### src/rtl/ddr5_mc_pwr_seq.sv
// DDR5 per-MC power sequencer: staggers DRAM_PWROK after DDRIO VRs are good, releases DIMM
// resets together, powers down in reverse order, and latches per-MC VR faults.
module ddr5_mc_pwr_seq #(
  parameter int MC_SIZE   = 4,
  parameter int T_VR_TO   = 2000,
  parameter int T_STAGGER = 20,
  parameter int T_RST     = 400,
  parameter int CNT_W     = 12
) (
  input  logic               iClk,
  input  logic               iRst,
  input  logic               iSeqEn,
  input  logic               iAdrEvent,
  input  logic               iMemPwrGdFail,
  input  logic [MC_SIZE-1:0] iDramPwrgdDDRIO,
  output logic [MC_SIZE-1:0] oDramPwrOk,
  output logic [MC_SIZE-1:0] oFpgaDimmRst_n,
  output logic               oSeqDone,
  output logic               oSeqFault,
  output logic [MC_SIZE-1:0] oFaultMc,
  output logic [2:0]         oSeqState
);

  localparam int IDX_W = (MC_SIZE > 1) ? $clog2(MC_SIZE) : 1;
  localparam logic [CNT_W-1:0]   VR_TO_LAST = CNT_W'(T_VR_TO - 1);
  localparam logic [CNT_W-1:0]   STG_LAST   = CNT_W'(T_STAGGER - 1);
  localparam logic [CNT_W-1:0]   RST_LAST   = CNT_W'(T_RST - 1);
  localparam logic [MC_SIZE-1:0] POK_FIRST  = MC_SIZE'(1);
  localparam logic [IDX_W-1:0]   IDX_LAST   = IDX_W'(MC_SIZE - 1);

  typedef enum logic [2:0] {
    S_IDLE    = 3'd0,
    S_WAIT_VR = 3'd1,
    S_STAGGER = 3'd2,
    S_RST_DLY = 3'd3,
    S_ON      = 3'd4,
    S_PWRDN   = 3'd5,
    S_FAULT   = 3'd6
  } state_e;

  state_e             state_q;
  logic [CNT_W-1:0]   timer_q;
  logic [IDX_W-1:0]   idx_q;
  logic [MC_SIZE-1:0] pwrok_q;
  logic [MC_SIZE-1:0] rst_n_q;
  logic               done_q;
  logic               fault_q;
  logic [MC_SIZE-1:0] fault_mc_q;

  logic               vr_all_good;
  logic [MC_SIZE-1:0] flt_term;
  logic               flt_hit;
  logic [MC_SIZE-1:0] fault_mc_d;
  logic [CNT_W-1:0]   timer_inc_d;

  assign vr_all_good = &iDramPwrgdDDRIO;
  assign flt_term    = pwrok_q & ~iDramPwrgdDDRIO;
  // Fault detection is masked while an ADR flow owns the rails.
  assign flt_hit     = !iAdrEvent
                     && (state_q inside {S_STAGGER, S_RST_DLY, S_ON, S_PWRDN})
                     && (iMemPwrGdFail || (|flt_term));
  assign fault_mc_d  = (flt_term == '0) ? '1 : (fault_mc_q | flt_term);
  assign timer_inc_d = (&timer_q) ? timer_q : (timer_q + CNT_W'(1));

  // Sequencer state, timers and all registered outputs.
  always_ff @(posedge iClk) begin
    if (iRst) begin
      state_q    <= S_IDLE;
      timer_q    <= '0;
      idx_q      <= '0;
      pwrok_q    <= '0;
      rst_n_q    <= '0;
      done_q     <= 1'b0;
      fault_q    <= 1'b0;
      fault_mc_q <= '0;
    end else if (flt_hit) begin
      state_q    <= S_FAULT;
      timer_q    <= '0;
      pwrok_q    <= '0;
      rst_n_q    <= '0;
      done_q     <= 1'b0;
      fault_q    <= 1'b1;
      fault_mc_q <= fault_mc_d;
    end else begin
      case (state_q)
        S_IDLE: begin
          if (iSeqEn) begin
            state_q    <= S_WAIT_VR;
            timer_q    <= '0;
            fault_mc_q <= '0;
          end else begin
            timer_q <= timer_inc_d;
          end
        end
        S_WAIT_VR: begin
          if (vr_all_good) begin
            pwrok_q <= POK_FIRST;
            timer_q <= '0;
            idx_q   <= IDX_W'(1);
            if (MC_SIZE == 1) begin
              state_q <= S_RST_DLY;
            end else begin
              state_q <= S_STAGGER;
            end
          end else if (timer_q == VR_TO_LAST) begin
            state_q    <= S_FAULT;
            timer_q    <= '0;
            fault_q    <= 1'b1;
            fault_mc_q <= ~iDramPwrgdDDRIO;
          end else if (!iSeqEn) begin
            state_q <= S_IDLE;
            timer_q <= '0;
          end else begin
            timer_q <= timer_inc_d;
          end
        end
        S_STAGGER: begin
          if (timer_q == STG_LAST) begin
            pwrok_q[idx_q] <= 1'b1;
            idx_q          <= idx_q + IDX_W'(1);
            timer_q        <= '0;
            if (idx_q == IDX_LAST) begin
              state_q <= S_RST_DLY;
            end else begin
              state_q <= S_STAGGER;
            end
          end else begin
            timer_q <= timer_inc_d;
          end
        end
        S_RST_DLY: begin
          if (timer_q == RST_LAST) begin
            state_q <= S_ON;
            timer_q <= '0;
            rst_n_q <= '1;
            done_q  <= 1'b1;
          end else begin
            timer_q <= timer_inc_d;
          end
        end
        S_ON: begin
          if (!iSeqEn && !iAdrEvent) begin
            state_q <= S_PWRDN;
            timer_q <= '0;
            rst_n_q <= '0;
            done_q  <= 1'b0;
          end else begin
            timer_q <= timer_inc_d;
          end
        end
        S_PWRDN: begin
          // PWROK is a thermometer code here, so a right shift drops the highest set bit.
          if (timer_q == STG_LAST) begin
            pwrok_q <= pwrok_q >> 1;
            timer_q <= '0;
            if ((pwrok_q >> 1) == '0) begin
              state_q <= S_IDLE;
            end else begin
              state_q <= S_PWRDN;
            end
          end else begin
            timer_q <= timer_inc_d;
          end
        end
        S_FAULT: begin
          if (!iSeqEn) begin
            state_q <= S_IDLE;
            timer_q <= '0;
            fault_q <= 1'b0;
          end else begin
            timer_q <= timer_inc_d;
          end
        end
        default: begin
          state_q <= S_IDLE;
          timer_q <= '0;
          pwrok_q <= '0;
          rst_n_q <= '0;
          done_q  <= 1'b0;
          fault_q <= 1'b0;
        end
      endcase
    end
  end

  assign oDramPwrOk     = pwrok_q;
  assign oFpgaDimmRst_n = rst_n_q;
  assign oSeqDone       = done_q;
  assign oSeqFault      = fault_q;
  assign oFaultMc       = fault_mc_q;
  assign oSeqState      = state_q;

endmodule

### config.mk
export PLATFORM = sky130hd
export DESIGN_NAME = ddr5_mc_pwr_seq
export DESIGN_NICKNAME = d
export VERILOG_FILES = /design/src/rtl/ddr5_mc_pwr_seq.sv
export SDC_FILE = /design/constraint.sdc
export NUM_CORES = 1
export LEC_CHECK = 0
export ABC_AREA = 1
export BUFFER_PORTS_ARGS = -buffer_cell sky130_fd_sc_hd__buf_2
export CORE_MARGIN = 2
export CORE_UTILIZATION = 31
export CTS_BUF_LIST = sky130_fd_sc_hd__clkbuf_16
export DETAILED_ROUTE_END_ITERATION = 8
export PLACE_DENSITY = 0.53
export RECOVER_POWER = 100
export SLEW_MARGIN = 20
export SYNTH_ARGS = -nofsm -noshare
export SYNTH_HDL_FRONTEND = slang
export SYNTH_SLANG_ARGS = --single-unit
### constraint.sdc
create_clock -name iClk -period 1.6 [get_ports iClk]
set_input_delay 0.08 -clock iClk [delete_from_list [all_inputs] [get_ports iClk]]
set_output_delay 0.08 -clock iClk [all_outputs]
set_load 0.1 [all_outputs]
==> impl_metrics.ini, run 1 <==
[route]
routed-via-count = 2098
viasPerCell = 4.76
wl_per_cell_um = 12.1
detail_route.iter0.violations = 115
routed_wl_mm = 5.32
dr.pass1.iters = 5
antenna_left = 0
drc = 0

[setup_path]
cp_slowest_cell = dfxtp_4
criticalPathCategory = reg -> reg
cpPeakStageDelay_ns = 0.36
worstPathRequired_ns = 1.75
startpoint_type = register
cp.arrival_ns = 1.75
path_cells = buf_12 > nor3_1 > nand2_1 > nand2_2 > nand4_1 > o21ai_2 > buf_6 > nor2_1
critPathCaptureType = register
cp_max_fo = 6

[clocking]
clk_path_buf_depth = 2
hold_buffers = 0
h-tree-depth = 1
clock_sinks = 27
cts_made_buffers = 3
cts.clk_slew.worst_paths_ns = 0.07
root_buffer = clkbuf_16
cts_tree = done
clk_latency_ns = 0.26

[power]
vdd_drop_max_mv = 0.740
total_power_mw = 4.05
p_per_area_nw_per_um2 = 1570
power.leakage_nw = 1.20

[floorplan]
rows = 28
coreArea_um2 = 5850
die_h_um = 81.3
die_w_um = 81.3
start_util_pct = 31.6
ioPinCount = 26
dieArea_um2 = 6600

[sta]
hold_viol = 0
fin_setup_tns_ns = 0
rsz0062_at_grt = yes
worst_slew_pin_slew_ns = 0.547
slew_viol_final = 0
fin_crit_sh_pct = 99.7
setup_viol = 0
setup_ws_ns = 0.00448
maxSlewHeadroom_pct = 63.7
fmaxAchievable_mhz = 627
fin_worst_skew_ns = 0.00399
period_needed_ns = 1.60

[logic_synthesis]
netlist_area_um2 = 1850
synth_edf_count = 0
ys_seq_elements = 27
syn-instance-count = 305
synthArstFlopShare_pct = 0
seq_area_frac_synth_pct = 29.2
synthDistinctLibCells = 27
ys_warn_count = 0
synth_area_per_cell_um2 = 6.07
syn-num-nets = 320
synthFlopType = dfxtp_1

[outcome]
status = finished, final reports clean

[place]
pre_cts_ws_ns = -0.0832
io_buffers = 25
place_congestion = 0.828
post-dp-hpwl_mm = 4.04

[flow_run]
drv_cap = 0

[final_layout]
final_common_cell = nand2_1
syn2layout_area_growth_pct = 40.0
fin_nets = 382
final_cell_mix = 66 x nand2_1, 36 x buf_4, 35 x inv_1
antenna_cells_inserted = 0
filler_cell_count = 595
drive_gt1_share_pct = 36.3

[global_route]
antenna_found_initial = 0
grt_usage_pct = 16.9
overflow = 0
grt_pass1_wl_mm = 8.71
grt_max_degree = 15
first_global_vias = 1954

[min_path]
worstHoldPathType = in -> reg
[report_power, final]
part           internal, mW  switching [mW]
Clock                 0.335           0.250
Combinational         0.782            1.75
Sequential            0.813           0.127
Total                  1.93            2.12
[state kept, by name, indices dropped and copies added (netlist names)]
signal and flops:
idx_q 2, oDramPwrOk 4, oFaultMc 4, oFpgaDimmRst_n 1, oSeqFault 1, oSeqState 3
timer_q 12
[final cells by class]
class / count / area [um^2] / area share [%]
clock buffers: 3 / 75.1 / 2.90
clock inverters: 1 / 3.75 / 0.145
inverters: 43 / 169 / 6.52
multi-input cells: 227 / 1230 / 47.6
flip-flops and latches: 27 / 567 / 21.9
well taps: 75 / 93.8 / 3.62
repair buffers: 65 / 449 / 17.3
[cells in the mapped netlist (2+ instances only)]
cell      count  area [um^2]
a21oi_1      23          115
buf_4         5         37.5
buf_2         2         10.0
o21ai_0      18         90.1
nand3b_1      4         30.0
dfxtp_1      27          541
a211oi_1      2         15.0
nand3_1      25          125
nor2_1       50          188
xor2_1        3         26.3
nand2_1      75          282
nand4_1       6         37.5
inv_2         3         11.3
ha_1          6         75.1
nor3_1        5         25.0
inv_1        40          150
[cells by family after synthesis]
kind of cell | share of synthesized area [%]
AOI/OAI and AO/OA | 13.6
xor gates and xnor gates | 1.89
adders and majority gates | 4.06
buffers and inverters | 11.9
DFF | 29.2
and+or+nand+nor | 39.4
[per-layer routing]
| layer | wire, um | global-route usage, % | up-vias |
|---|---|---|---|
| li1 | - | - | 1099 |
| met1 | 2660 | 23.7 | 942 |
| met2 | 2390 | 26.5 | 51 |
| met3 | 214 | 2.56 | 6 |
| met4 | 59 | 5.42 | 0 |
| met5 | 0 | 0 | - |
[worst max-delay path, delay by kind of cell (launching register included)]
kind	cells	cell delay, ns
AOI/OAI and AO/OA	1	0.22
buffers and inverters	2	0.29
DFF	1	0.36
and+or+nand+nor	5	0.63
[final timing paths]
path              startpoint      endpoint  slack (ns)  cells past startpoint
setup / recovery  timer_q[4]    timer_q[0]       0.004                      8
hold / removal          iRst  oSeqState[1]        0.06                      2
setup reg to reg  timer_q[4]    timer_q[0]       0.004                      8
hold reg to reg    oSeqFault     oSeqFault        0.45                      2
[stage by stage]
| stage | instance area, um^2 | utilization, % | instances | hold WS [ns] |
|---|---|---|---|---|
| after floorplan | 1920 | - | 305 | 0.139 |
| after global routing | 2590 | 44.3 | 441 | 0.0755 |
| after global placement | 2350 | 40.1 | 433 | 0.338 |
| final | 2590 | 44.3 | 441 | 0.0609 |
| after CTS | 2530 | 43.2 | 442 | 0.0598 |
| after detailed placement | 2350 | 40.1 | 433 | 0.342 |
[what timing repair did]
action,CTS,global route
setup endpoints to repair,19,25
pin swaps,4,14
cloned,1,0
resized for setup,18,36
buffers inserted,4,2
Note: power is estimated with default switching activity, not from simulation.
==> inputs of run 2 (changes only) <==
--- a/config.mk
+++ b/config.mk
@@ -7,6 +7,7 @@
 export LEC_CHECK = 0
 export ABC_AREA = 1
 export BUFFER_PORTS_ARGS = -buffer_cell sky130_fd_sc_hd__buf_2
+export CORE_ASPECT_RATIO = 0.6
 export CORE_MARGIN = 2
 export CORE_UTILIZATION = 31
 export CTS_BUF_LIST = sky130_fd_sc_hd__clkbuf_16
==> impl_metrics.ini, run 2 (same netlist as run 1, synthesis figures left out) <==
[route]
dr.pass1.iters = 5
routed-via-count = 2203
detail_route.iter0.violations = 144
wl_per_cell_um = 12.6
routed_wl_mm = 5.69
antenna_left = 0
viasPerCell = 4.88
drc = 0

[final_layout]
multi_input_area_um2 = 1260
largest_register_ffs = 12
regMostFlops = timer_q
final_common_cell = nand2_1
seq_area_um2 = 571
final_util_pct = 47.4
final_cell_mix = 68 x nand2_1, 40 x buf_4, 36 x nor2_1
filler_cell_count = 578
drive_gt1_share_pct = 36.9
fin_nets = 387
antenna_cells_inserted = 0
final_cell_area_um2 = 2690
syn2layout_area_growth_pct = 45.3

[power]
switching_share_pct = 51.7
p_per_area_nw_per_um2 = 1570
power.internal_mw = 2.04
vdd_drop_max_mv = 1.06
combPwrFrac_pct = 63.5
clkPwrFrac_pct = 14.0
p_sw_mw = 2.19
seqPwrFrac_pct = 22.5
power.leakage_nw = 1.24

[sta]
rsz0062_at_grt = yes
period_needed_ns = 1.58
setup_ws_ns = 0.0248
hold_viol = 0
fmaxAchievable_mhz = 635
fin_crit_sh_pct = 98.4
maxSlewHeadroom_pct = 64.0
slew_viol_final = 0
worst_slew_pin_slew_ns = 0.542
setup_viol = 0
fin_worst_skew_ns = 0.00366

[setup_path]
cp_max_fo = 6
worstPathRequired_ns = 1.76
cpPeakStageDelay_ns = 0.35
startpoint_type = register
reg2reg_to = timer_q[11]
cp.arrival_ns = 1.74
crit_top_cell = nand2_1
r2r_slack_ns = 0.02
cp_slowest_cell = dfxtp_4
path_cells = inv_2 > buf_6 > nor2_4 > nand2_1 > nand2_1 > nand2_2 > nand4_1 > o21ai_4 > clkbuf_16 > nor2_1
rr_worst_depth = 10
critPathCaptureType = register
r2r-start = oSeqState[1]
criticalPathCategory = reg -> reg

[clocking]
clk_path_buf_depth = 2
hold_buffers = 0
clk_latency_ns = 0.27
h-tree-depth = 1
cts_made_buffers = 3
cts_tree = done
root_buffer = clkbuf_16
cts.clk_slew.worst_paths_ns = 0.07
clock_sinks = 27

[place]
place_congestion = 0.908
io_buffers = 25
place_area_um2 = 2400
pre_cts_ws_ns = -0.0497
post-dp-hpwl_mm = 4.44

[floorplan]
start_util_pct = 32.6
die_w_um = 104
ioPinCount = 26
die_h_um = 63.8
rows = 21
coreArea_um2 = 5680
dieArea_um2 = 6620

[flow_run]
drv_cap = 0

[min_path]
min_from = iRst
hold_path_depth = 2
worstHoldPathType = in -> reg
holdPathEnd = oSeqState[1]

[global_route]
grt_pass1_wl_mm = 8.86
overflow = 0
first_global_vias = 1807
grt_max_degree = 16
antenna_found_initial = 0
grt_usage_pct = 16.7

[outcome]
status = finished, final reports clean
## run 2: cell types whose count changed in the layout (fill, tap and decap cells not counted), moves of 2 or more
cell,previous run,this run
buf_4,36,40
nor2_4,3,7
nor2_2,19,9
nor3_1,5,3
dfxtp_1,14,11
nand2_1,66,68
a21oi_2,2,0
nand3_1,22,20
dfxtp_2,9,12
a21oi_1,21,23
nor2_1,30,36
## run 2: area by class of cell
type | count | area share (%)
multi-input combinational | 227 | 47.0
sequential | 27 | 21.2
timing repair buffer | 70 | 18.6
inverter | 43 | 6.42
tap | 80 | 3.72
clock buffer | 3 | 2.79
clock inverter | 1 | 0.186
## run 2: through the flow
| step | total power [mW] | hold slack (ns) | setup TNS, ns | instances |
|---|---|---|---|---|
| after floorplan | 2.71 | 0.139 | -2.12 | 305 |
| after global placement | 3.38 | 0.352 | -0.0387 | 444 |
| after detailed placement | 3.37 | 0.349 | -0.452 | 444 |
| after CTS | 4.00 | 0.0634 | 0 | 448 |
| after global routing | 4.54 | 0.0728 | -1.19 | 451 |
| final | 4.23 | 0.0737 | 0 | 451 |
## run 2: what timing repair did
action,CTS,global route
gates cloned,0,1
setup buffers,0,2
resized for setup,6,49
pin swaps,2,6
endpoints found under the setup margin,20,27
## run 2: worst max-delay path, delay by kind of cell, from the launching register on
family | cells | cell delay, ns
and+or+nand+nor | 6 | 0.47
DFF | 1 | 0.35
AOI/OAI and AO/OA | 1 | 0.24
buffers and inverters | 3 | 0.41
## run 2: metal layers
| metal | GRT usage (%) | vias to the layer above | part of all wire, % |
|---|---|---|---|
| met5 | 0 | - | 0 |
| met4 | 2.53 | 0 | 0.47 |
| met3 | 3.88 | 4 | 9.8 |
| met2 | 20.1 | 97 | 37 |
| met1 | 28.3 | 990 | 53 |
| li1 | - | 1112 | - |
## run 2: how the worst max path moves through the flow
stage,startpoint,endpoint,depth (start not counted)
after floorplan,oSeqState[2],oFaultMc[3],12
after global placement,oSeqState[1],oDramPwrOk[2],10
after detailed placement,timer_q[1],timer_q[1],9
after CTS,timer_q[0],timer_q[1],9
after global routing,timer_q[4],timer_q[9],10
final,oSeqState[1],timer_q[11],10
## run 2: power groups by stage
stage               Combinational [mW]  Clock (mW)  Sequential [mW]
CTS                               2.45       0.618            0.927
finish                            2.69       0.593            0.950
global route                      2.92       0.646            0.972
global placement                  2.44           0            0.934
floorplan                         1.24           0             1.47
detailed placement                2.43           0            0.935
==> inputs of run 3 (changes only) <==
--- a/config.mk
+++ b/config.mk
@@ -12,6 +12,8 @@
 export CORE_UTILIZATION = 31
 export CTS_BUF_LIST = sky130_fd_sc_hd__clkbuf_16
 export DETAILED_ROUTE_END_ITERATION = 8
+export HOLD_SLACK_MARGIN = 0.03
+export MAX_ROUTING_LAYER = met4
 export PLACE_DENSITY = 0.53
 export RECOVER_POWER = 100
 export SLEW_MARGIN = 20
==> constraint.sdc (replaced) <==
create_clock -name iClk -period 1.6 [get_ports iClk]
set_input_delay 0.32 -clock iClk [delete_from_list [all_inputs] [get_ports iClk]]
set_output_delay 0.32 -clock iClk [all_outputs]
set_load 0.1 [all_outputs]
==> impl_metrics.ini, run 3 (same netlist as run 1, synthesis figures left out) <==
[place]
place_area_um2 = 2480
io_buffers = 25
post-dp-hpwl_mm = 4.65
place_congestion = 0.921

[final_layout]
antenna_cells_inserted = 0
final_cell_area_um2 = 2840
drive_gt1_share_pct = 41.3
syn2layout_area_growth_pct = 53.2
largest_register_ffs = 12
fin_nets = 403
regMostFlops = timer_q
filler_cell_count = 565
final_cell_mix = 66 x nand2_1, 57 x buf_4, 36 x inv_1
final_common_cell = nand2_1

[global_route]
first_global_vias = 1945
antenna_found_initial = 0
grt_max_degree = 16
grt_usage_pct = 18.6
overflow = 0
grt_pass1_wl_mm = 9.60

[clocking]
clk_latency_ns = 0.26
clock_sinks = 27
hold_buffers = 0
cts.clk_slew.worst_paths_ns = 0.07
clk_path_buf_depth = 2
cts_made_buffers = 3
root_buffer = clkbuf_16
cts_tree = done
h-tree-depth = 1

[floorplan]
start_util_pct = 32.6
rows = 21
coreArea_um2 = 5680
die_h_um = 63.8
ioPinCount = 26
dieArea_um2 = 6620
die_w_um = 104

[setup_path]
cp.arrival_ns = 1.72
startpoint_type = register
critPathCaptureType = register
reg2reg_to = timer_q[8]
crit_end = timer_q[8]
cp_max_fo = 6
r2r-start = timer_q[1]
worstPathRequired_ns = 1.75
r2r_slack_ns = 0.03
critPathLaunch = timer_q[1]
rr_worst_depth = 9
criticalPathCategory = reg -> reg

[sta]
fin_crit_sh_pct = 98.0
fin_worst_skew_ns = 0.00556
hold_viol = 0
slew_viol_final = 0
rsz0062_at_grt = yes
fin_setup_tns_ns = 0
setup_viol = 0
fmaxAchievable_mhz = 638
maxSlewHeadroom_pct = 63.8
worst_slew_pin_slew_ns = 0.546
period_needed_ns = 1.57

[route]
met2_length_mm = 2.20
antenna_left = 0
routed_wl_mm = 6.02
top_layer = met4
detail_route.iter0.violations = 116
routed-via-count = 2229
dr.pass1.iters = 4
drc = 0
wl_met1_mm = 3.34
route.met3.wl_um = 462
wl_per_cell_um = 12.9
viasPerCell = 4.77

[outcome]
status = finished, final reports clean

[power]
power.leakage_nw = 1.32
total_power_mw = 4.36
vdd_drop_max_mv = 0.760
p_per_area_nw_per_um2 = 1540

[min_path]
worstHoldPathType = in -> reg

[flow_run]
drv_cap = 0
==> run 3: cell types whose count changed in the layout (fill, tap and decap cells not counted), moves of 4 or more <==
cell / before / now
buf_2: 8 / 15
buf_4: 40 / 57
clkbuf_2: 17 / 10
inv_2: 5 / 1
nor2_1: 36 / 32
==> run 3: how the worst min path moves through the flow <==
stage,startpoint,endpoint,slack [ns],cells after the start
after CTS,iRst,oSeqState[1],0.37,3
final,iRst,oSeqState[2],0.38,3
after global routing,iRst,oFaultMc[3],0.40,3
after floorplan,iRst,oSeqState[2],0.38,1
after detailed placement,oSeqFault,oSeqFault,0.44,2
after global placement,oSeqFault,oSeqFault,0.44,2
==> run 3: cell type report <==
type                            instances  area [um^2]  share of cell area (%)
Multi-Input combinational cell        227         1300                    45.9
Timing Repair Buffer                   86          607                    21.4
Sequential cell                        27          571                    20.1
Inverter                               43          176                    6.22
Tap cell                               80          100                    3.53
Clock buffer                            3         75.1                    2.65
Clock inverter                          1         5.00                   0.177
==> run 3: through the flow <==
stage               instances  utilization (%)  worst slack (ns)  hold slack (ns)
finish                    467             50.0            0.0325            0.377
global route              467             50.0           -0.0607            0.401
CTS                       464             46.6          0.000332            0.367
detailed placement        455             43.7            -0.144            0.440
global placement          455             43.7            -0.195            0.437
floorplan                 305                -            -0.150            0.379
==> run 3: power breakdown <==
group,internal [mW],switching [mW]
clock network,0.338,0.242
logic,0.962,1.85
registers,0.815,0.147
==> run 3: timing repair <==
action,in CTS,in global routing
hold endpoints to repair,0,0
setup buffers,5,4
pin swaps,6,15
gates resized for setup,13,54
endpoints found under the setup margin,19,26
==> run 3: routing by layer <==
metal / track usage [%] / vias up
met3: 3.67 / 2
met2: 22.2 / 67
met5: - / -
li1: - / 1146
met1: 30.5 / 1014
met4: 3.55 / 0
==> run 3: worst max-delay path: stages, from the launching register on <==
cell and delay, ns:
dfxtp_2 0.36, ha_4 0.18, nand3_4 0.10, nor2_4 0.10, nand2_1 0.07, nand2_2 0.09
nand4_1 0.12, o21ai_2 0.23, buf_6 0.17, nor2_1 0.04
